### src/rtl/i2c_pkg.sv
// Shared I2C definitions: FSM states, decoder address, status bit map and pin drive table.
// Latency: n/a (types and a pure function).
// Backpressure: n/a.
package i2c_pkg;

    typedef enum logic [2:0] {
        IDLE,
        START,
        ADDR,
        ACK1,
        DATA,
        ACK2,
        STOP
    } state_t;

    localparam int unsigned I2C_ADDR    = 60;
    localparam int          STAT_BUSY   = 0;
    localparam int          STAT_ACKERR = 1;
    localparam int          STAT_DONE   = 2;

    // {scl, sda_oe} for a given phase and quarter; b is the bit being sent
    function automatic logic [1:0] phase_drive(state_t st, logic [1:0] q, logic b);
        logic [1:0] d;
        d = 2'b10;
        case (st)
            START:      d = (q == 2'd3) ? 2'b01 : {1'b1, q[1]};
            ADDR, DATA: d = {q[1], ~b};
            ACK1, ACK2: d = {q[1], 1'b0};
            STOP: begin
                case (q)
                    2'd0:    d = 2'b01;
                    2'd1:    d = 2'b11;
                    default: d = 2'b10;
                endcase
            end
            default:    d = 2'b10;
        endcase
        return d;
    endfunction

endpackage

### src/rtl/i2c_master_wr_if.sv
// CPU-side store/status and I2C pin bundle for the write-only master.
// Latency: n/a (wires only).
// Backpressure: none; the CPU polls busy/done through rdata.
interface i2c_master_wr_if;
    logic        we;
    logic [31:0] wdata;
    logic        sda_in;
    logic        scl;
    logic        sda_oe;
    logic        busy;
    logic        ack_err;
    logic        done;
    logic [31:0] rdata;

    modport master (
        input  we, wdata, sda_in,
        output scl, sda_oe, busy, ack_err, done, rdata
    );

    modport slave (
        output we, wdata, sda_in,
        input  scl, sda_oe, busy, ack_err, done, rdata
    );
endinterface

### src/rtl/i2c_tick_gen.sv
// Quarter-period divider: counts 0..CLK_DIV-1 while enabled, 1-clock tick on the last count.
// Latency: tick every CLK_DIV enabled clocks, first one CLK_DIV clocks after clear.
// Backpressure: none; clr forces the count back to zero.
module i2c_tick_gen #(
    parameter int CLK_DIV = 4
) (
    input  logic clk,
    input  logic rst,
    input  logic en,
    input  logic clr,
    output logic tick
);
    localparam int           W    = $clog2(CLK_DIV);
    localparam logic [W-1:0] LAST = W'(CLK_DIV - 1);

    logic [W-1:0] cnt;

    always_ff @(posedge clk) begin
        if (rst || clr) begin
            cnt <= '0;
        end else if (en) begin
            cnt <= (cnt == LAST) ? '0 : cnt + W'(1);
        end
    end

    assign tick = en && !clr && (cnt == LAST);
endmodule

### src/rtl/i2c_master_wr.sv
// Write-only I2C master: one store -> START, addr+W, ACK, data byte, ACK, STOP.
// Latency: busy for 80*CLK_DIV clocks (44*CLK_DIV on address NACK) from the edge after we.
// Backpressure: stores arriving while busy are dropped; status readable every cycle.
module i2c_master_wr
    import i2c_pkg::*;
#(
    parameter int CLK_DIV = 4
) (
    input  logic           clk,
    input  logic           rst,
    i2c_master_wr_if.master bus
);
    state_t     state, ns;
    logic [1:0] q, nq;
    logic [2:0] bitcnt, nbit;
    logic [6:0] addr_r;
    logic [7:0] data_r;
    logic       nack_r;
    logic       tick;
    logic       scl_r, sda_oe_r, busy_r, ack_err_r, done_r;
    logic [7:0] nbyte;
    logic       nb;
    logic       accept;
    logic       ack_slot;
    logic       unused_wdata;

    assign unused_wdata = ^bus.wdata[31:15];

    i2c_tick_gen #(.CLK_DIV(CLK_DIV)) u_tick (
        .clk  (clk),
        .rst  (rst),
        .en   (state != IDLE),
        .clr  (state == IDLE),
        .tick (tick)
    );

    assign accept   = (state == IDLE) && bus.we;
    assign ack_slot = (state == ACK1) || (state == ACK2);

    always_comb begin
        ns   = state;
        nq   = q;
        nbit = bitcnt;
        if (accept) begin
            ns   = START;
            nq   = 2'd0;
            nbit = 3'd0;
        end else if (tick) begin
            nq = q + 2'd1;
            if (q == 2'd3) begin
                case (state)
                    START: begin ns = ADDR; nbit = 3'd0; end
                    ADDR: begin
                        if (bitcnt == 3'd7) begin ns = ACK1; nbit = 3'd0; end
                        else                nbit = bitcnt + 3'd1;
                    end
                    // nack_r was captured at the end of q2 of this slot
                    ACK1:  begin ns = nack_r ? STOP : DATA; nbit = 3'd0; end
                    DATA: begin
                        if (bitcnt == 3'd7) begin ns = ACK2; nbit = 3'd0; end
                        else                nbit = bitcnt + 3'd1;
                    end
                    ACK2:    ns = STOP;
                    default: ns = IDLE;
                endcase
            end
        end
        nbyte = (ns == ADDR) ? {addr_r, 1'b0} : data_r;
        nb    = nbyte[3'd7 - nbit];
    end

    always_ff @(posedge clk) begin
        if (rst) begin
            state     <= IDLE;
            q         <= 2'd0;
            bitcnt    <= 3'd0;
            addr_r    <= 7'd0;
            data_r    <= 8'd0;
            nack_r    <= 1'b0;
            scl_r     <= 1'b1;
            sda_oe_r  <= 1'b0;
            busy_r    <= 1'b0;
            ack_err_r <= 1'b0;
            done_r    <= 1'b0;
        end else begin
            state                <= ns;
            q                    <= nq;
            bitcnt               <= nbit;
            {scl_r, sda_oe_r}    <= phase_drive(ns, nq, nb);
            if (accept) begin
                addr_r    <= bus.wdata[14:8];
                data_r    <= bus.wdata[7:0];
                nack_r    <= 1'b0;
                busy_r    <= 1'b1;
                done_r    <= 1'b0;
                ack_err_r <= 1'b0;
            end
            if (tick && ack_slot && (q == 2'd2)) begin
                nack_r <= bus.sda_in;
                if (bus.sda_in) ack_err_r <= 1'b1;
            end
            if (tick && (state == STOP) && (q == 2'd3)) begin
                busy_r <= 1'b0;
                done_r <= 1'b1;
            end
        end
    end

    assign bus.scl     = scl_r;
    assign bus.sda_oe  = sda_oe_r;
    assign bus.busy    = busy_r;
    assign bus.ack_err = ack_err_r;
    assign bus.done    = done_r;

    always_comb begin
        bus.rdata              = 32'd0;
        bus.rdata[STAT_BUSY]   = busy_r;
        bus.rdata[STAT_ACKERR] = ack_err_r;
        bus.rdata[STAT_DONE]   = done_r;
    end
endmodule

### src/flat_wrapper.sv
// flat-port wrapper written by rule: the top's interface ports become plain ports
module i2c_master_wr_flat import i2c_pkg::*;
#(
    parameter int CLK_DIV = 4
)
  (clk, rst, bus_we, bus_wdata, bus_sda_in, bus_scl, bus_sda_oe, bus_busy, bus_ack_err, bus_done, bus_rdata);
  i2c_master_wr_if bus_i ();
  input  logic clk;
  input  logic rst;
  input wire logic [$bits(bus_i.we)-1:0] bus_we;
  input wire logic [$bits(bus_i.wdata)-1:0] bus_wdata;
  input wire logic [$bits(bus_i.sda_in)-1:0] bus_sda_in;
  output wire logic [$bits(bus_i.scl)-1:0] bus_scl;
  output wire logic [$bits(bus_i.sda_oe)-1:0] bus_sda_oe;
  output wire logic [$bits(bus_i.busy)-1:0] bus_busy;
  output wire logic [$bits(bus_i.ack_err)-1:0] bus_ack_err;
  output wire logic [$bits(bus_i.done)-1:0] bus_done;
  output wire logic [$bits(bus_i.rdata)-1:0] bus_rdata;
  assign bus_i.we = bus_we;
  assign bus_i.wdata = bus_wdata;
  assign bus_i.sda_in = bus_sda_in;
  assign bus_scl = bus_i.scl;
  assign bus_sda_oe = bus_i.sda_oe;
  assign bus_busy = bus_i.busy;
  assign bus_ack_err = bus_i.ack_err;
  assign bus_done = bus_i.done;
  assign bus_rdata = bus_i.rdata;
  i2c_master_wr #(.CLK_DIV(CLK_DIV)) u_core (.clk(clk), .rst(rst), .bus(bus_i));
endmodule
### config.mk
export PLATFORM = sky130hd
export DESIGN_NAME = i2c_master_wr_flat
export DESIGN_NICKNAME = d
export VERILOG_FILES = /design/src/rtl/i2c_pkg.sv /design/src/rtl/i2c_master_wr_if.sv /design/src/rtl/i2c_tick_gen.sv /design/src/rtl/i2c_master_wr.sv /design/src/flat_wrapper.sv
export SDC_FILE = /design/constraint.sdc
export NUM_CORES = 1
export LEC_CHECK = 0
export CORE_MARGIN = 3
export CORE_UTILIZATION = 40
export DETAILED_ROUTE_END_ITERATION = 16
export DONT_BUFFER_PORTS = 1
export HOLD_SLACK_MARGIN = 0.02
export PLACE_DENSITY = 0.58
export SLEW_MARGIN = 5
export SYNTH_ARGS = -nofsm -noshare
export SYNTH_HDL_FRONTEND = slang
export SYNTH_HIERARCHICAL = 1
export SYNTH_SLANG_ARGS = --single-unit
### constraint.sdc
create_clock -name clk -period 3.4 [get_ports clk]
set_clock_uncertainty 0.1 [all_clocks]
set_input_delay 0.85 -clock clk [delete_from_list [all_inputs] [get_ports clk]]
set_output_delay 0.85 -clock clk [all_outputs]
set_load 0.01 [all_outputs]
-- Word-level counts from Yosys, hierarchy flattened
Index checks and enable logic that the tools add are counted.
W data, S select, Z words.
- word-level logic and storage cells: 83
- register bits after elaboration: 31
- bits of input ports: 36
- add/sub/neg operators: 4
- $lt $le $gt $ge: 1
- reductions and logical operators: 20
- bitwise operators: 1
- muxes and demuxes: 27
- equality and inequality tests: 18
- operators by type and width (operator ; number):
    $mux W3 ; 9
    $eq A3 B3 Y1 const B ; 7
    $pmux W3 S5 ; 1
    $eq A3 B2 Y1 const B ; 4
    $mux W2 ; 5
    $reduce_or A2 Y1 ; 5
    $eq A2 B2 Y1 const B ; 4
    $mux W8 ; 1
    $pmux W2 S4 ; 1
    $logic_and A1 B1 Y1 ; 7
    $mux W1 ; 7
    $eq A3 B1 Y1 const B ; 2
    $pmux W3 S2 ; 1
    $add A2 B1 Y2 const B ; 2
    $lt A3 B4 Y1 const B ; 1
    $pmux W2 S2 ; 1
    $reduce_bool A2 Y1 ; 2
    $add A3 B1 Y3 const B ; 1
    $bmux W1 S3 ; 1
    $logic_not A3 Y1 ; 1
    $reduce_bool A3 Y1 ; 1
    $sub A3 B3 Y3 const A ; 1
    $eq A2 B1 Y1 const B ; 1
    $logic_not A2 Y1 ; 1
    other kinds (3) ; 4

-- Longest topological paths before layout
Gate-level depths: netlist of run 1.
- depth after elaboration: 12
- gate-level depth with buffers: 12

-- Cells and area by module
Netlist of run 1, hierarchy kept.
- modules (own cells, without submodules) (module ; sequential area each (um2) ; cells an instance ; area each (um2) ; instances):
    i2c_master_wr ; 580.6 ; 220 ; 1742.9 ; 1
    i2c_tick_gen ; 40.0 ; 9 ; 103.8 ; 1

-- Worst setup path before layout of run 1
OpenSTA, ideal clock, no wires.
- kind: reg2reg
- start point: register u_core.state[2]
- end point: register u_core.sda_oe_r (netlist: u_core/bus.sda_oe)
- stages on the path, launching flop included: 13
- setup slack: 523 ps
- library setup time: 74 ps
- clock period less this slack: 2877 ps
- data arrival time: 2703 ps
- cell sequence: dfxtp_1 -> buf_4 -> nor3_1 -> inv_1 -> and3b_1 -> buf_6 -> and3b_1 -> nor4b_2 -> a31oi_4 -> mux2_2 -> nor3b_1 -> nor4_1 -> a31oi_1
- cells in the longest elaborated chain, start to end: 12
- ends and longest elaborated chain (element ; RTL line ; text):
    from (decl) ; i2c_master_wr.sv:13 ; state_t state, ns;
    from (signal assigned) ; i2c_master_wr.sv:86 ; state <= ns;
    $logic_not A3 Y1 ; i2c_master_wr.sv:33 ; .clr (state == IDLE),
    $logic_not A1 Y1 ; i2c_tick_gen.sv:26 ; assign tick = en && !clr && (cnt == LAST);
    $logic_and A1 B1 Y1 * (2 in a row) ; i2c_tick_gen.sv:26 ;
    named net u_core.tick ; i2c_master_wr.sv:19 ; logic tick;
    branches (longest 7 deep; another with $sub A3 B3 Y3) ; - ;
    $pmux W2 S4 * ; i2c_pkg.sv:25 ; case (st)
    to (signal assigned) ; i2c_master_wr.sv:89 ; {scl_r, sda_oe_r} <= phase_drive(ns, nq, nb);
    to (decl) ; i2c_master_wr.sv:20 ; logic scl_r, sda_oe_r, busy_r, ack_err_r, done_r;
Mark *: on every way through the listed nets, which the timed path passes. The select of a mux whose other input is x is not followed.
A chain may end at the register's enable or synchronous reset.

-- Final worst setup path of run 1
- start point: register u_core.state[1]
- end point: register u_core.sda_oe_r (netlist: u_core/bus.sda_oe)
Same word-level chain as after synthesis.

==> impl_results.html, run 1 <==
<table>
<tr><th>Metric</th><th>Value</th></tr>
<tr><th colspan="2">Run status</th></tr>
<tr><td>Outcome</td><td>finished, final reports clean</td></tr>
<tr><th colspan="2">Clock network</th></tr>
<tr><td>H-tree level count</td><td>2</td></tr>
<tr><td>TritonCTS clock tree</td><td>yes</td></tr>
<tr><td>Root cell of the clock tree</td><td>clkbuf_8</td></tr>
<tr><td>Post-CTS Hold Buffers</td><td>0</td></tr>
<tr><td>CTS Buffer Depth</td><td>2</td></tr>
<tr><td>TritonCTS Sinks</td><td>31</td></tr>
<tr><td>Clock transition at the registers of the reported paths</td><td>0.07 ns</td></tr>
<tr><td>Insertion delay to the later sink of the worst-skew pair</td><td>0.29 ns</td></tr>
<tr><td>Num CTS Buffers</td><td>5</td></tr>
<tr><td>PostCTS Resize Cnt</td><td>0</td></tr>
<tr><td>Post-CTS Setup Repair Bufs</td><td>0</td></tr>
<tr><th colspan="2">Setup path</th></tr>
<tr><td>Data arrival at the endpoint of the critical path</td><td>2.91 ns</td></tr>
<tr><td>Crit start category</td><td>flop</td></tr>
<tr><td>Slowest Stage Delay on Critical Path</td><td>0.37 ns</td></tr>
<tr><td>Crit path cell chain</td><td>nor3_1 &gt; buf_4 &gt; and3b_1 &gt; and3_1 &gt; o21ai_1 &gt; a31oi_4 &gt; mux2_2 &gt; nor3b_1 &gt; nor4_1 &gt; a31oi_1</td></tr>
<tr><td>Slowest-stage cell, CP</td><td>o21ai_1</td></tr>
<tr><td>CP max FO</td><td>8</td></tr>
<tr><td>Critical Path End Type</td><td>flop</td></tr>
<tr><td>CP required</td><td>3.46 ns</td></tr>
<tr><td>Class of the most critical setup path</td><td>reg -&gt; reg</td></tr>
<tr><th colspan="2">Synthesis</th></tr>
<tr><td>Post-synth top cells</td><td>nand2_1 (42), buf_4 (34), dfxtp_1 (31)</td></tr>
<tr><td>Number of synthesized register bits</td><td>31</td></tr>
<tr><td>Part of the Yosys area used for sequential elements</td><td>33.6%</td></tr>
<tr><td>Proportion of netlist area held by the largest area contributor</td><td>33.6%</td></tr>
<tr><td>Cell accounting for the most synthesized area</td><td>dfxtp_1</td></tr>
<tr><td>Count of mapped cells out of synthesis</td><td>229</td></tr>
<tr><td>Number of enable flip-flop cells after synthesis</td><td>0</td></tr>
<tr><td>Cell types with the largest area share after synthesis</td><td>dfxtp_1 (34%), buf_4 (14%), nand2_1 (8.5%)</td></tr>
<tr><td>Most used standard cell by instance count after synthesis</td><td>nand2_1</td></tr>
<tr><td>Primary flip-flop cell chosen by synthesis mapping</td><td>dfxtp_1</td></tr>
<tr><td>Synth Warn #</td><td>6</td></tr>
<tr><td>FFs w/ async S/R, synth</td><td>0%</td></tr>
<tr><td>Netlist Area Pre-Place</td><td>0.00185 mm²</td></tr>
<tr><td>Post-synthesis average cell area</td><td>8.06 µm²</td></tr>
<tr><td>Distinct cell type count after synthesis</td><td>46</td></tr>
<tr><th colspan="2">Floorplanning</th></tr>
<tr><td>Die Wd</td><td>73.9 µm</td></tr>
<tr><td>Vertical die dimension</td><td>73.9 µm</td></tr>
<tr><td>Standard-cell row count</td><td>24</td></tr>
<tr><td>Overall die area</td><td>0.00547 mm²</td></tr>
<tr><td>Initial standard-cell utilization of the core</td><td>41.8%</td></tr>
<tr><td>Num ports</td><td>73</td></tr>
<tr><td>Core Area</td><td>0.00441 mm²</td></tr>
<tr><th colspan="2">Timing</th></tr>
<tr><td>Aggregate negative setup slack</td><td>0 ns</td></tr>
<tr><td>Fmax</td><td>0.352 GHz</td></tr>
<tr><td>Fin. Hold Viols</td><td>0</td></tr>
<tr><td>Relative slew slack</td><td>53.2%</td></tr>
<tr><td>Post-layout minimum cycle time</td><td>2.84 ns</td></tr>
<tr><td>Endpoints failing setup</td><td>0</td></tr>
<tr><td>Worst Tran Pin Value</td><td>0.700 ns</td></tr>
<tr><td>Pins over their slew limit</td><td>0</td></tr>
<tr><td>RSZ-0062 raised after global routing</td><td>no</td></tr>
<tr><td>Final period util</td><td>83.6%</td></tr>
<tr><th colspan="2">Routing</th></tr>
<tr><td>ANT nets after route</td><td>0</td></tr>
<tr><td>Remaining DRCs</td><td>0</td></tr>
<tr><td>Count of TritonRoute iterations in the first routing pass</td><td>4</td></tr>
<tr><td>Via total after detailed routing</td><td>1397</td></tr>
<tr><td>Drt via density</td><td>5.01</td></tr>
<tr><td>Drt first-iter violations</td><td>101</td></tr>
<tr><td>Mean routed wirelength per cell</td><td>12.9 µm</td></tr>
<tr><td>Routed wire length</td><td>3600 µm</td></tr>
<tr><th colspan="2">Pwr</th></tr>
<tr><td>Part of the total power dissipated in combinational logic</td><td>8.1%</td></tr>
<tr><td>Switching Share</td><td>22.1%</td></tr>
<tr><td>Highest ir drop seen on vdd</td><td>183 µV</td></tr>
<tr><td>Sequential Power Share</td><td>43.3%</td></tr>
<tr><td>Power per standard cell area</td><td>471 mW/mm²</td></tr>
<tr><td>Leakage Power</td><td>0.790 nW</td></tr>
<tr><td>P_sw</td><td>0.197 mW</td></tr>
<tr><td>Clock power share</td><td>48.6%</td></tr>
<tr><td>Internal Dissipation</td><td>0.694 mW</td></tr>
<tr><th colspan="2">Layout</th></tr>
<tr><td>Core utilization of the finished layout</td><td>42.8%</td></tr>
<tr><td>Final-layout fill cell count</td><td>484</td></tr>
<tr><td>Area overhead of the layout relative to synthesis</td><td>2.37%</td></tr>
<tr><td>Fraction of final layout cells with drive strength greater than 1</td><td>10.1%</td></tr>
<tr><td>Combined flip-flop and latch cell area</td><td>621 µm²</td></tr>
<tr><td>Area used by multi-input combinational logic</td><td>0.00102 mm²</td></tr>
<tr><td>Antenna Cells</td><td>0</td></tr>
<tr><td>Nets</td><td>267</td></tr>
<tr><th colspan="2">GRT</th></tr>
<tr><td>First-pass GRT wire length</td><td>5920 µm</td></tr>
<tr><td>Maximum number of pins on one net before global-route repair</td><td>33</td></tr>
<tr><td>Via count of the first global-routing pass</td><td>1267</td></tr>
<tr><td>Overall routing resource usage</td><td>14.3%</td></tr>
<tr><td>Antenna violations before repair</td><td>0</td></tr>
<tr><td>Congestion Overflow GR</td><td>0</td></tr>
<tr><th colspan="2">Worst hold path</th></tr>
<tr><td>HP Class</td><td>reg -&gt; reg</td></tr>
<tr><th colspan="2">Run</th></tr>
<tr><td>Max-Cap Viols</td><td>0</td></tr>
<tr><th colspan="2">Placed design</th></tr>
<tr><td># port buffers</td><td>0</td></tr>
<tr><td>DP Wirelength</td><td>2560 µm</td></tr>
<tr><td>Final Wtd Congestion</td><td>0.831</td></tr>
</table>
-- layout by cell type (no fill, tap or decap), types with 6 or more instances in the layout --
cell,instances
nand2_1,42
nor2_1,13
conb_1,29
dfxtp_1,31
mux2i_1,6
a21oi_1,24
-- state kept, by name (all words and copies together) (netlist names) --
signal,count
u_core/u_tick/cnt,2
u_core/bus.done,1
u_core/nack_r,1
u_core/bus.sda_oe,1
u_core/q,2
u_core/bus.scl,1
u_core/bus.busy,1
u_core/data_r,8
u_core/bitcnt,3
u_core/addr_r,7
u_core/bus.ack_err,1
u_core/state,3
-- layout make-up --
class,instances,share of cell area [%]
Tap cell,52,3.44
Clock buffer,6,3.84
Clock inverter,2,3.18
Sequential cell,31,32.8
Inverter,4,0.794
Multi-Input combinational cell,179,53.9
Timing Repair Buffer,5,1.99
-- power groups by stage --
stage / Combinational (mW) / Clock [mW] / Sequential (mW)
2_1_floorplan: 0.0915 / 0 / 0.391
3_3_place_gp: 0.0714 / 0 / 0.394
3_5_place_dp: 0.0722 / 0 / 0.394
4_1_cts: 0.0726 / 0.443 / 0.386
5_1_grt: 0.0830 / 0.460 / 0.387
6_report: 0.0721 / 0.433 / 0.386
-- cell families (layout without fill, tap and decap cells) --
logic type,after synthesis,count (layout),synth area share [%]
other cells,1,29,0.203
mux,11,11,6.50
fa+ha+maj,5,5,3.39
flops,31,31,33.6
buf+inv,47,17,16.9
compound gates,45,45,15.2
xor+xnor,3,3,1.42
simple gates,86,86,22.8
-- worst paths after layout --
| check | to | slack (ns) | startpoint | cells past startpoint |
|---|---|---|---|---|
| hold reg to reg | u_core/data_r[5] | 0.35 | u_core/data_r[5] | 2 |
| hold / removal | u_core/data_r[5] | 0.35 | u_core/data_r[5] | 2 |
| setup / recovery | u_core/bus.sda_oe | 0.56 | u_core/state[1] | 10 |
| setup reg to reg | u_core/bus.sda_oe | 0.56 | u_core/state[1] | 10 |
-- metrics by stage --
step           hold WS, ns  cells  total power, mW  setup WS, ns  cell area (µm²)
5_1_grt              0.366    279            0.930         0.324             1890
3_5_place_dp         0.340    271            0.466         0.567             1760
3_3_place_gp         0.338    271            0.465         0.549             1760
6_report             0.347    279            0.891         0.557             1890
2_1_floorplan        0.333    257            0.483         0.523             1950
4_1_cts              0.350    279            0.901         0.556             1890
-- critical path, delay by kind of cell (launching register included) --
kind                   cells  cell delay [ns]
AOI/OAI and AO/OA          3             0.74
buffers and inverters      1             0.19
DFF                        1             0.31
muxes                      1             0.29
and+or+nand+nor            5             1.08
-- routing by layer --
layer  global-route usage, %  routed length [µm]  vias up
li1                        -                   -      717
met1                    20.4                1760      637
met2                    20.2                1570       35
met3                    3.78                 208        8
met4                    6.04                  59        0
met5                       0                   0        -
Note: power is estimated with default switching activity, not from simulation.
==> run 2, diff against run 1 <==
==> constraint.sdc (replaced) <==
create_clock -name clk -period 2.7 [get_ports clk]
set_clock_uncertainty 0.1 [all_clocks]
set_input_delay 0.675 -clock clk [delete_from_list [all_inputs] [get_ports clk]]
set_output_delay 0.675 -clock clk [all_outputs]
set_load 0.01 [all_outputs]
==> run 2 against run 1 <==
Sequential power up 26%; hold slack about the same; first-iteration DRC count is 42% lower; sequential share of layout area shrank 0.41 points; core utilization is 0.54 points higher; cell count rose by 2.2%; setup slack worse by 0.42 ns; combinational power up 31%; design area rose by 1.3%; largest power group is now sequential cells; highest routed layer unchanged.
==> impl_results.html, run 2 (synthesis gave the netlist of run 1 again) <==
<table>
<tr><th>Metric</th><th>Value</th></tr>
<tr><th colspan="2">Floorplanning</th></tr>
<tr><td>Initial standard-cell utilization of the core</td><td>41.8% (unchanged)</td></tr>
<tr><td>Die Wd</td><td>73.9 µm (unchanged)</td></tr>
<tr><td>Overall die area</td><td>0.00547 mm² (unchanged)</td></tr>
<tr><td>Core Area</td><td>0.00441 mm² (unchanged)</td></tr>
<tr><td>Num ports</td><td>73 (unchanged)</td></tr>
<tr><td>Standard-cell row count</td><td>24 (unchanged)</td></tr>
<tr><td>Vertical die dimension</td><td>73.9 µm (unchanged)</td></tr>
<tr><th colspan="2">Layout</th></tr>
<tr><td>Largest registers</td><td>u_core/data_r (8), u_core/addr_r (7)</td></tr>
<tr><td>Area overhead of the layout relative to synthesis</td><td>3.66%</td></tr>
<tr><td>Summed area of non-filler cells in the final layout</td><td>0.00191 mm² (+1.3%)</td></tr>
<tr><td>Top reg by flops</td><td>u_core/data_r</td></tr>
<tr><td>Nets</td><td>273 (+2.2%)</td></tr>
<tr><td>Commonest non-fill, non-tap cell in the layout</td><td>nand2_1</td></tr>
<tr><td>Leading cell types in the layout, fill and taps excluded</td><td>nand2_1 (42), dfxtp_1 (31), conb_1 (29), a21oi_1 (24), nor2_1 (13)</td></tr>
<tr><td>Antenna Cells</td><td>0 (unchanged)</td></tr>
<tr><td>Core utilization of the finished layout</td><td>43.4% (+0.54 points)</td></tr>
<tr><td>Fraction of final layout cells with drive strength greater than 1</td><td>12.9% (+2.7 points)</td></tr>
<tr><td>Largest register FFs</td><td>8 (unchanged)</td></tr>
<tr><th colspan="2">Setup path</th></tr>
<tr><td>Data arrival at the endpoint of the critical path</td><td>2.66 ns (-0.25 ns)</td></tr>
<tr><td>CP max FO</td><td>7 (-1)</td></tr>
<tr><td>Origin of the critical flop-to-flop path</td><td>u_core/u_tick/cnt[0]</td></tr>
<tr><td>Crit start category</td><td>flop</td></tr>
<tr><td>Setup slack of the worst register-to-register path</td><td>0.14 ns (-0.42 ns)</td></tr>
<tr><td>CP required</td><td>2.80 ns (-0.66 ns)</td></tr>
<tr><td>FF-to-FF End</td><td>u_core/bus.sda_oe</td></tr>
<tr><td>Critical Path End Type</td><td>flop</td></tr>
<tr><td>Cells on worst reg2reg path</td><td>9 (-1)</td></tr>
<tr><td>Class of the most critical setup path</td><td>reg -&gt; reg</td></tr>
<tr><th colspan="2">Pwr</th></tr>
<tr><td>Part of the total power dissipated in combinational logic</td><td>9.7% (+1.6 points)</td></tr>
<tr><td>Total chip power</td><td>0.976 mW (+9.6%)</td></tr>
<tr><td>Internal Dissipation</td><td>0.742 mW (+6.8%)</td></tr>
<tr><td>Leakage Power</td><td>0.808 nW (+2.2%)</td></tr>
<tr><td>P_sw</td><td>0.235 mW (+19%)</td></tr>
<tr><td>Clock power share</td><td>40.5% (-8.1 points)</td></tr>
<tr><td>Highest ir drop seen on vdd</td><td>280 µV (+53%)</td></tr>
<tr><td>Power per standard cell area</td><td>510 mW/mm² (+8.2%)</td></tr>
<tr><td>Sequential Power Share</td><td>49.8% (+6.5 points)</td></tr>
<tr><td>Switching Share</td><td>24.1% (+2.0 points)</td></tr>
<tr><th colspan="2">Placed design</th></tr>
<tr><td># port buffers</td><td>0 (unchanged)</td></tr>
<tr><td>Post-placement cell area</td><td>0.00181 mm² (+3.2%)</td></tr>
<tr><td>Final Wtd Congestion</td><td>0.840 (+1.1%)</td></tr>
<tr><td>Placement Setup Slack</td><td>0.153 ns (-0.414 ns)</td></tr>
<tr><td>DP Wirelength</td><td>2550 µm (-0.34%)</td></tr>
<tr><th colspan="2">GRT</th></tr>
<tr><td>Antenna violations before repair</td><td>0 (unchanged)</td></tr>
<tr><td>Overall routing resource usage</td><td>13.7% (-0.57 points)</td></tr>
<tr><td>Maximum number of pins on one net before global-route repair</td><td>33 (unchanged)</td></tr>
<tr><td>Congestion Overflow GR</td><td>0 (unchanged)</td></tr>
<tr><td>First-pass GRT wire length</td><td>5740 µm (-3.0%)</td></tr>
<tr><td>Via count of the first global-routing pass</td><td>1229 (-3.0%)</td></tr>
<tr><th colspan="2">Routing</th></tr>
<tr><td>Drt first-iter violations</td><td>59 (-42%)</td></tr>
<tr><td>Routed wire length</td><td>3580 µm (-0.61%)</td></tr>
<tr><td>Remaining DRCs</td><td>0 (unchanged)</td></tr>
<tr><td>ANT nets after route</td><td>0 (unchanged)</td></tr>
<tr><td>Drt via density</td><td>4.98 (-0.56%)</td></tr>
<tr><td>Via total after detailed routing</td><td>1419 (+1.6%)</td></tr>
<tr><td>Mean routed wirelength per cell</td><td>12.5 µm (-2.7%)</td></tr>
<tr><td>Count of TritonRoute iterations in the first routing pass</td><td>4 (unchanged)</td></tr>
<tr><th colspan="2">Clock network</th></tr>
<tr><td>TritonCTS clock tree</td><td>yes</td></tr>
<tr><td>H-tree level count</td><td>2 (unchanged)</td></tr>
<tr><td>Insertion delay to the later sink of the worst-skew pair</td><td>0.27 ns (-0.02 ns)</td></tr>
<tr><td>CTS Buffer Depth</td><td>2 (unchanged)</td></tr>
<tr><td>Post-CTS Hold Buffers</td><td>0 (unchanged)</td></tr>
<tr><td>TritonCTS Sinks</td><td>31 (unchanged)</td></tr>
<tr><td>Post-CTS Setup Repair Bufs</td><td>0 (unchanged)</td></tr>
<tr><td>Clock transition at the registers of the reported paths</td><td>0.06 ns (about the same)</td></tr>
<tr><td>Root cell of the clock tree</td><td>clkbuf_8</td></tr>
<tr><td>PostCTS Resize Cnt</td><td>0 (unchanged)</td></tr>
<tr><td>Num CTS Buffers</td><td>5 (unchanged)</td></tr>
<tr><th colspan="2">Timing</th></tr>
<tr><td>Post-route worst setup slack</td><td>0.140 ns (-0.417 ns)</td></tr>
<tr><td>Fin. Hold Viols</td><td>0 (unchanged)</td></tr>
<tr><td>Endpoints failing setup</td><td>0 (unchanged)</td></tr>
<tr><td>Aggregate negative setup slack</td><td>0 ns (unchanged)</td></tr>
<tr><td>Post-layout minimum cycle time</td><td>2.56 ns (-0.283 ns)</td></tr>
<tr><td>RSZ-0062 raised after global routing</td><td>no</td></tr>
<tr><td>Final period util</td><td>94.8% (+11 points)</td></tr>
<tr><td>Worst Tran Pin Value</td><td>0.703 ns (+0.00307 ns)</td></tr>
<tr><td>Fmax</td><td>0.391 GHz (+11%)</td></tr>
<tr><td>Relative slew slack</td><td>53.0% (-0.20 points)</td></tr>
<tr><td>Pins over their slew limit</td><td>0 (unchanged)</td></tr>
<tr><th colspan="2">Run</th></tr>
<tr><td>Max-Cap Viols</td><td>0 (unchanged)</td></tr>
<tr><th colspan="2">Worst hold path</th></tr>
<tr><td>Worst min-delay path startpoint</td><td>u_core/data_r[7]</td></tr>
<tr><td>Worst Hold End</td><td>u_core/data_r[7]</td></tr>
<tr><td>Hold depth</td><td>2 (unchanged)</td></tr>
<tr><td>HP Class</td><td>reg -&gt; reg</td></tr>
<tr><th colspan="2">Run status</th></tr>
<tr><td>Outcome</td><td>finished, final reports clean</td></tr>
</table>
-- run 2: cell count changes in the layout (fill, tap and decap cells not counted) --
cell	change
clkbuf_8	+2
buf_4	+6
bufinv_16	-2
nor3_1	-1
nor3_4	+1
-- run 2: power by group through the flow --
stage	logic (mW)	clock network [mW]	registers, mW
3_5_place_dp	0.0952	0	0.497
2_1_floorplan	0.117	0	0.493
3_3_place_gp	0.0945	0	0.496
4_1_cts	0.0955	0.413	0.486
6_report	0.0948	0.395	0.486
5_1_grt	0.109	0.430	0.488
-- run 2: cell type report --
cell class                      count  area, µm²
Fill cell                         470       2500
Inverter                            4       15.0
Multi-Input combinational cell    179       1030
Clock buffer                        8        100
Sequential cell                    31        621
Timing Repair Buffer               11       82.6
Tap cell                           52       65.1
-- run 2: how the worst max path moves through the flow --
stage | cells after the start | endpoint | start
6_report | 9 | u_core/bus.sda_oe | u_core/u_tick/cnt[0]
5_1_grt | 9 | u_core/bus.sda_oe | u_core/u_tick/cnt[0]
4_1_cts | 10 | u_core/bus.sda_oe | u_core/u_tick/cnt[0]
3_5_place_dp | 10 | u_core/bus.sda_oe | u_core/u_tick/cnt[0]
3_3_place_gp | 9 | u_core/bus.sda_oe | u_core/u_tick/cnt[0]
2_1_floorplan | 12 | u_core/bus.sda_oe | u_core/state[2]
-- run 2: worst max-delay path, stage by stage (launching register included) --
cell and delay [ns]:
dfxtp_1 0.35, ha_1 0.17, and3b_1 0.26, nand2_2 0.08, or3_4 0.37, a31oi_4 0.35
mux2_2 0.39, nor3b_1 0.20, nor4_1 0.08, a31oi_1 0.14
-- run 2: per-stage QoR --
step                      hold WS [ns]  instances
after CTS                        0.348        285
after floorplan                  0.333        257
final                            0.347        285
after global routing             0.340        285
after detailed placement         0.341        277
after global placement           0.338        277
-- run 2: routing by layer --
metal	GRT usage, %	routed length [µm]	vias up
li1	-	-	731
met1	18.8	1630	644
met2	20.3	1660	42
met3	4.32	269	2
met4	4.83	15	0
met5	0	0	-
==> run 3, diff against run 2 <==
==> constraint.sdc (replaced) <==
create_clock -name clk -period 2.6 [get_ports clk]
set_clock_uncertainty 0.1 [all_clocks]
set_input_delay 0.65 -clock clk [delete_from_list [all_inputs] [get_ports clk]]
set_output_delay 0.65 -clock clk [all_outputs]
set_load 0.01 [all_outputs]
==> run 3 against run 2 <==
Combinational power is 12% higher; clock power grew 44%; design area is 7.2% higher; register-to-register slack worse by 0.02 ns; maximum frequency is 3.0% higher; critical path depth increased by 2; sequential share of layout area shrank 2.1 points; non-clock buffer count grew 9; count of clock-buffer cells in the layout down 2; critical path type unchanged; largest cell class unchanged.
==> impl_results.html, run 3 (synthesis gave the netlist of run 1 again) <==
<table>
<tr><th>Metric</th><th>Value</th></tr>
<tr><th colspan="2">Setup path</th></tr>
<tr><td>FF-to-FF End</td><td>u_core/bus.sda_oe</td></tr>
<tr><td>Setup slack of the worst register-to-register path</td><td>0.12 ns (-0.02 ns)</td></tr>
<tr><td>Crit start category</td><td>flop</td></tr>
<tr><td>Slowest-stage cell, CP</td><td>dfxtp_2</td></tr>
<tr><td>Data arrival at the endpoint of the critical path</td><td>2.60 ns (-0.06 ns)</td></tr>
<tr><td>Class of the most critical setup path</td><td>reg -&gt; reg</td></tr>
<tr><td>Slowest Stage Delay on Critical Path</td><td>0.34 ns (-0.05 ns)</td></tr>
<tr><td>Cells on worst reg2reg path</td><td>11 (+2)</td></tr>
<tr><td>Critical Path End Type</td><td>flop</td></tr>
<tr><td>CP max FO</td><td>5 (-2)</td></tr>
<tr><td>Origin of the critical flop-to-flop path</td><td>u_core/state[0]</td></tr>
<tr><td>Crit path cell chain</td><td>nor3_4 &gt; inv_2 &gt; and3b_2 &gt; and3b_1 &gt; nor4b_2 &gt; a31oi_4 &gt; buf_6 &gt; mux2_4 &gt; nor3_2 &gt; nor4_1 &gt; a31oi_1</td></tr>
<tr><td>CP required</td><td>2.71 ns (-0.09 ns)</td></tr>
<tr><th colspan="2">Timing</th></tr>
<tr><td>Post-layout minimum cycle time</td><td>2.48 ns (-0.0755 ns)</td></tr>
<tr><td>Relative slew slack</td><td>53.5% (+0.50 points)</td></tr>
<tr><td>Fmax</td><td>0.403 GHz (+3.0%)</td></tr>
<tr><td>Pins over their slew limit</td><td>0 (unchanged)</td></tr>
<tr><td>Fin. Hold Viols</td><td>0 (unchanged)</td></tr>
<tr><td>Endpoints failing setup</td><td>0 (unchanged)</td></tr>
<tr><td>Final period util</td><td>95.5% (+0.74 points)</td></tr>
<tr><td>Post-route worst setup slack</td><td>0.116 ns (-0.0245 ns)</td></tr>
<tr><td>Worst Tran Pin Value</td><td>0.696 ns (-0.00745 ns)</td></tr>
<tr><th colspan="2">Floorplanning</th></tr>
<tr><td>Core Area</td><td>0.00441 mm² (unchanged)</td></tr>
<tr><td>Num ports</td><td>73 (unchanged)</td></tr>
<tr><td>Vertical die dimension</td><td>73.9 µm (unchanged)</td></tr>
<tr><td>Die Wd</td><td>73.9 µm (unchanged)</td></tr>
<tr><td>Standard-cell row count</td><td>24 (unchanged)</td></tr>
<tr><td>Initial standard-cell utilization of the core</td><td>41.8% (unchanged)</td></tr>
<tr><td>Overall die area</td><td>0.00547 mm² (unchanged)</td></tr>
<tr><th colspan="2">Layout</th></tr>
<tr><td>Leading cell types in the layout, fill and taps excluded</td><td>nand2_1 (42), dfxtp_1 (30), conb_1 (29), a21oi_1 (24), buf_4 (18)</td></tr>
<tr><td>Largest register FFs</td><td>8 (unchanged)</td></tr>
<tr><td>Commonest non-fill, non-tap cell in the layout</td><td>nand2_1</td></tr>
<tr><td>Nets</td><td>282 (+3.3%)</td></tr>
<tr><td>Antenna Cells</td><td>0 (unchanged)</td></tr>
<tr><td>Summed area of non-filler cells in the final layout</td><td>0.00205 mm² (+7.2%)</td></tr>
<tr><td>Fraction of final layout cells with drive strength greater than 1</td><td>19.4% (+6.5 points)</td></tr>
<tr><td>Largest registers</td><td>u_core/data_r (8), u_core/addr_r (7)</td></tr>
<tr><td>Area overhead of the layout relative to synthesis</td><td>11.1%</td></tr>
<tr><td>Top reg by flops</td><td>u_core/data_r</td></tr>
<tr><td>Core utilization of the finished layout</td><td>46.5% (+3.1 points)</td></tr>
<tr><th colspan="2">GRT</th></tr>
<tr><td>Overall routing resource usage</td><td>15.0% (+1.2 points)</td></tr>
<tr><td>Antenna violations before repair</td><td>0 (unchanged)</td></tr>
<tr><td>Via count of the first global-routing pass</td><td>1332 (+8.4%)</td></tr>
<tr><td>Congestion Overflow GR</td><td>0 (unchanged)</td></tr>
<tr><td>Maximum number of pins on one net before global-route repair</td><td>33 (unchanged)</td></tr>
<tr><td>First-pass GRT wire length</td><td>6160 µm (+7.3%)</td></tr>
<tr><th colspan="2">Placed design</th></tr>
<tr><td># port buffers</td><td>0 (unchanged)</td></tr>
<tr><td>Final Wtd Congestion</td><td>0.791 (-5.8%)</td></tr>
<tr><td>Placement Setup Slack</td><td>0.0108 ns (-0.142 ns)</td></tr>
<tr><td>Post-placement cell area</td><td>0.00186 mm² (+2.3%)</td></tr>
<tr><td>DP Wirelength</td><td>2640 µm (+3.7%)</td></tr>
<tr><th colspan="2">Clock network</th></tr>
<tr><td>Num CTS Buffers</td><td>5 (unchanged)</td></tr>
<tr><td>H-tree level count</td><td>2 (unchanged)</td></tr>
<tr><td>Root cell of the clock tree</td><td>clkbuf_8</td></tr>
<tr><td>CTS Buffer Depth</td><td>2 (unchanged)</td></tr>
<tr><td>Post-CTS Hold Buffers</td><td>0 (unchanged)</td></tr>
<tr><td>Insertion delay to the later sink of the worst-skew pair</td><td>0.29 ns (+0.02 ns)</td></tr>
<tr><td>TritonCTS clock tree</td><td>yes</td></tr>
<tr><td>Clock transition at the registers of the reported paths</td><td>0.07 ns (about the same)</td></tr>
<tr><td>TritonCTS Sinks</td><td>31 (unchanged)</td></tr>
<tr><th colspan="2">Routing</th></tr>
<tr><td>Via total after detailed routing</td><td>1455 (+2.5%)</td></tr>
<tr><td>Routed wire length</td><td>3700 µm (+3.5%)</td></tr>
<tr><td>Count of TritonRoute iterations in the first routing pass</td><td>4 (unchanged)</td></tr>
<tr><td>ANT nets after route</td><td>0 (unchanged)</td></tr>
<tr><td>Drt first-iter violations</td><td>76 (+29%)</td></tr>
<tr><td>Remaining DRCs</td><td>0 (unchanged)</td></tr>
<tr><td>Mean routed wirelength per cell</td><td>12.6 µm (+0.33%)</td></tr>
<tr><td>Drt via density</td><td>4.95 (-0.60%)</td></tr>
<tr><th colspan="2">Run status</th></tr>
<tr><td>Outcome</td><td>finished, final reports clean</td></tr>
<tr><th colspan="2">Worst hold path</th></tr>
<tr><td>Worst Hold End</td><td>u_core/u_tick/cnt[0]</td></tr>
<tr><td>HP Class</td><td>in -&gt; reg</td></tr>
<tr><td>Hold depth</td><td>1 (-1)</td></tr>
<tr><td>Worst min-delay path startpoint</td><td>rst</td></tr>
<tr><th colspan="2">Pwr</th></tr>
<tr><td>Power per standard cell area</td><td>576 mW/mm² (+13%)</td></tr>
<tr><td>Highest ir drop seen on vdd</td><td>338 µV (+21%)</td></tr>
<tr><td>Leakage Power</td><td>0.874 nW (+8.3%)</td></tr>
<tr><th colspan="2">Run</th></tr>
<tr><td>Max-Cap Viols</td><td>0 (unchanged)</td></tr>
</table>
==> run 3: area by class of cell <==
class                           instances  area, µm²
Inverter                                4       15.0
Clock inverter                          2       60.1
Fill cell                             472       2360
Timing Repair Buffer                   20        158
Tap cell                               52       65.1
Clock buffer                            6       72.6
Multi-Input combinational cell        179       1060
Sequential cell                        31        622
==> run 3: through the flow <==
| stage | instances | TNS [ns] | power, mW | hold slack [ns] |
|---|---|---|---|---|
| 6_report | 294 | 0 | 1.18 | 0.318 |
| 5_1_grt | 294 | -0.0145 | 1.24 | 0.308 |
| 4_1_cts | 291 | 0 | 1.20 | 0.311 |
| 3_5_place_dp | 281 | 0 | 0.621 | 0.339 |
| 3_3_place_gp | 281 | 0 | 0.619 | 0.335 |
| 2_1_floorplan | 257 | 0 | 0.635 | 0.333 |
==> run 3: worst max-delay path by stage <==
stage | start | endpoint | slack (ns)
after floorplan | u_core/state[2] | u_core/bus.sda_oe | 0.005
after global placement | u_core/state[2] | u_core/bus.sda_oe | 0.02
after detailed placement | u_core/state[2] | u_core/bus.sda_oe | 0.01
after CTS | u_core/state[2] | u_core/bus.sda_oe | 0.06
after global routing | u_core/state[0] | u_core/bus.sda_oe | -0.01
final | u_core/state[0] | u_core/bus.sda_oe | 0.12
==> run 3: worst max-delay path, delay by kind of cell, from the launching register on <==
kind                   cells  cell delay, ns
and+or+nand+nor            6            1.10
AOI/OAI and AO/OA          2            0.40
DFF                        1            0.34
muxes                      1            0.29
buffers and inverters      2            0.19
==> run 3: what timing repair did <==
action / CTS / global route
buffers inserted: 2 / 3
cloned: 0 / 0
endpoints found under the hold margin: 0 / 0
pin swaps: 0 / 4
gates resized for setup: 0 / 8
setup endpoints to repair: 1 / 1
==> run 3: routing by layer <==
layer  global-route usage (%)  share of wire [%]  routed length [µm]
met5                        0                  0                   0
met4                     7.24                2.1                  78
met3                     3.92                5.9                 217
met2                     22.5                 46                1720
met1                     19.9                 46                1690
==> run 3: report_power, final <==
group | leakage (nW) | switching [mW] | internal (mW) | total, mW
logic | 0.556 | 0.0648 | 0.0411 | 0.106
clock network | 0.0654 | 0.187 | 0.383 | 0.570
registers | 0.253 | 0.0119 | 0.493 | 0.505
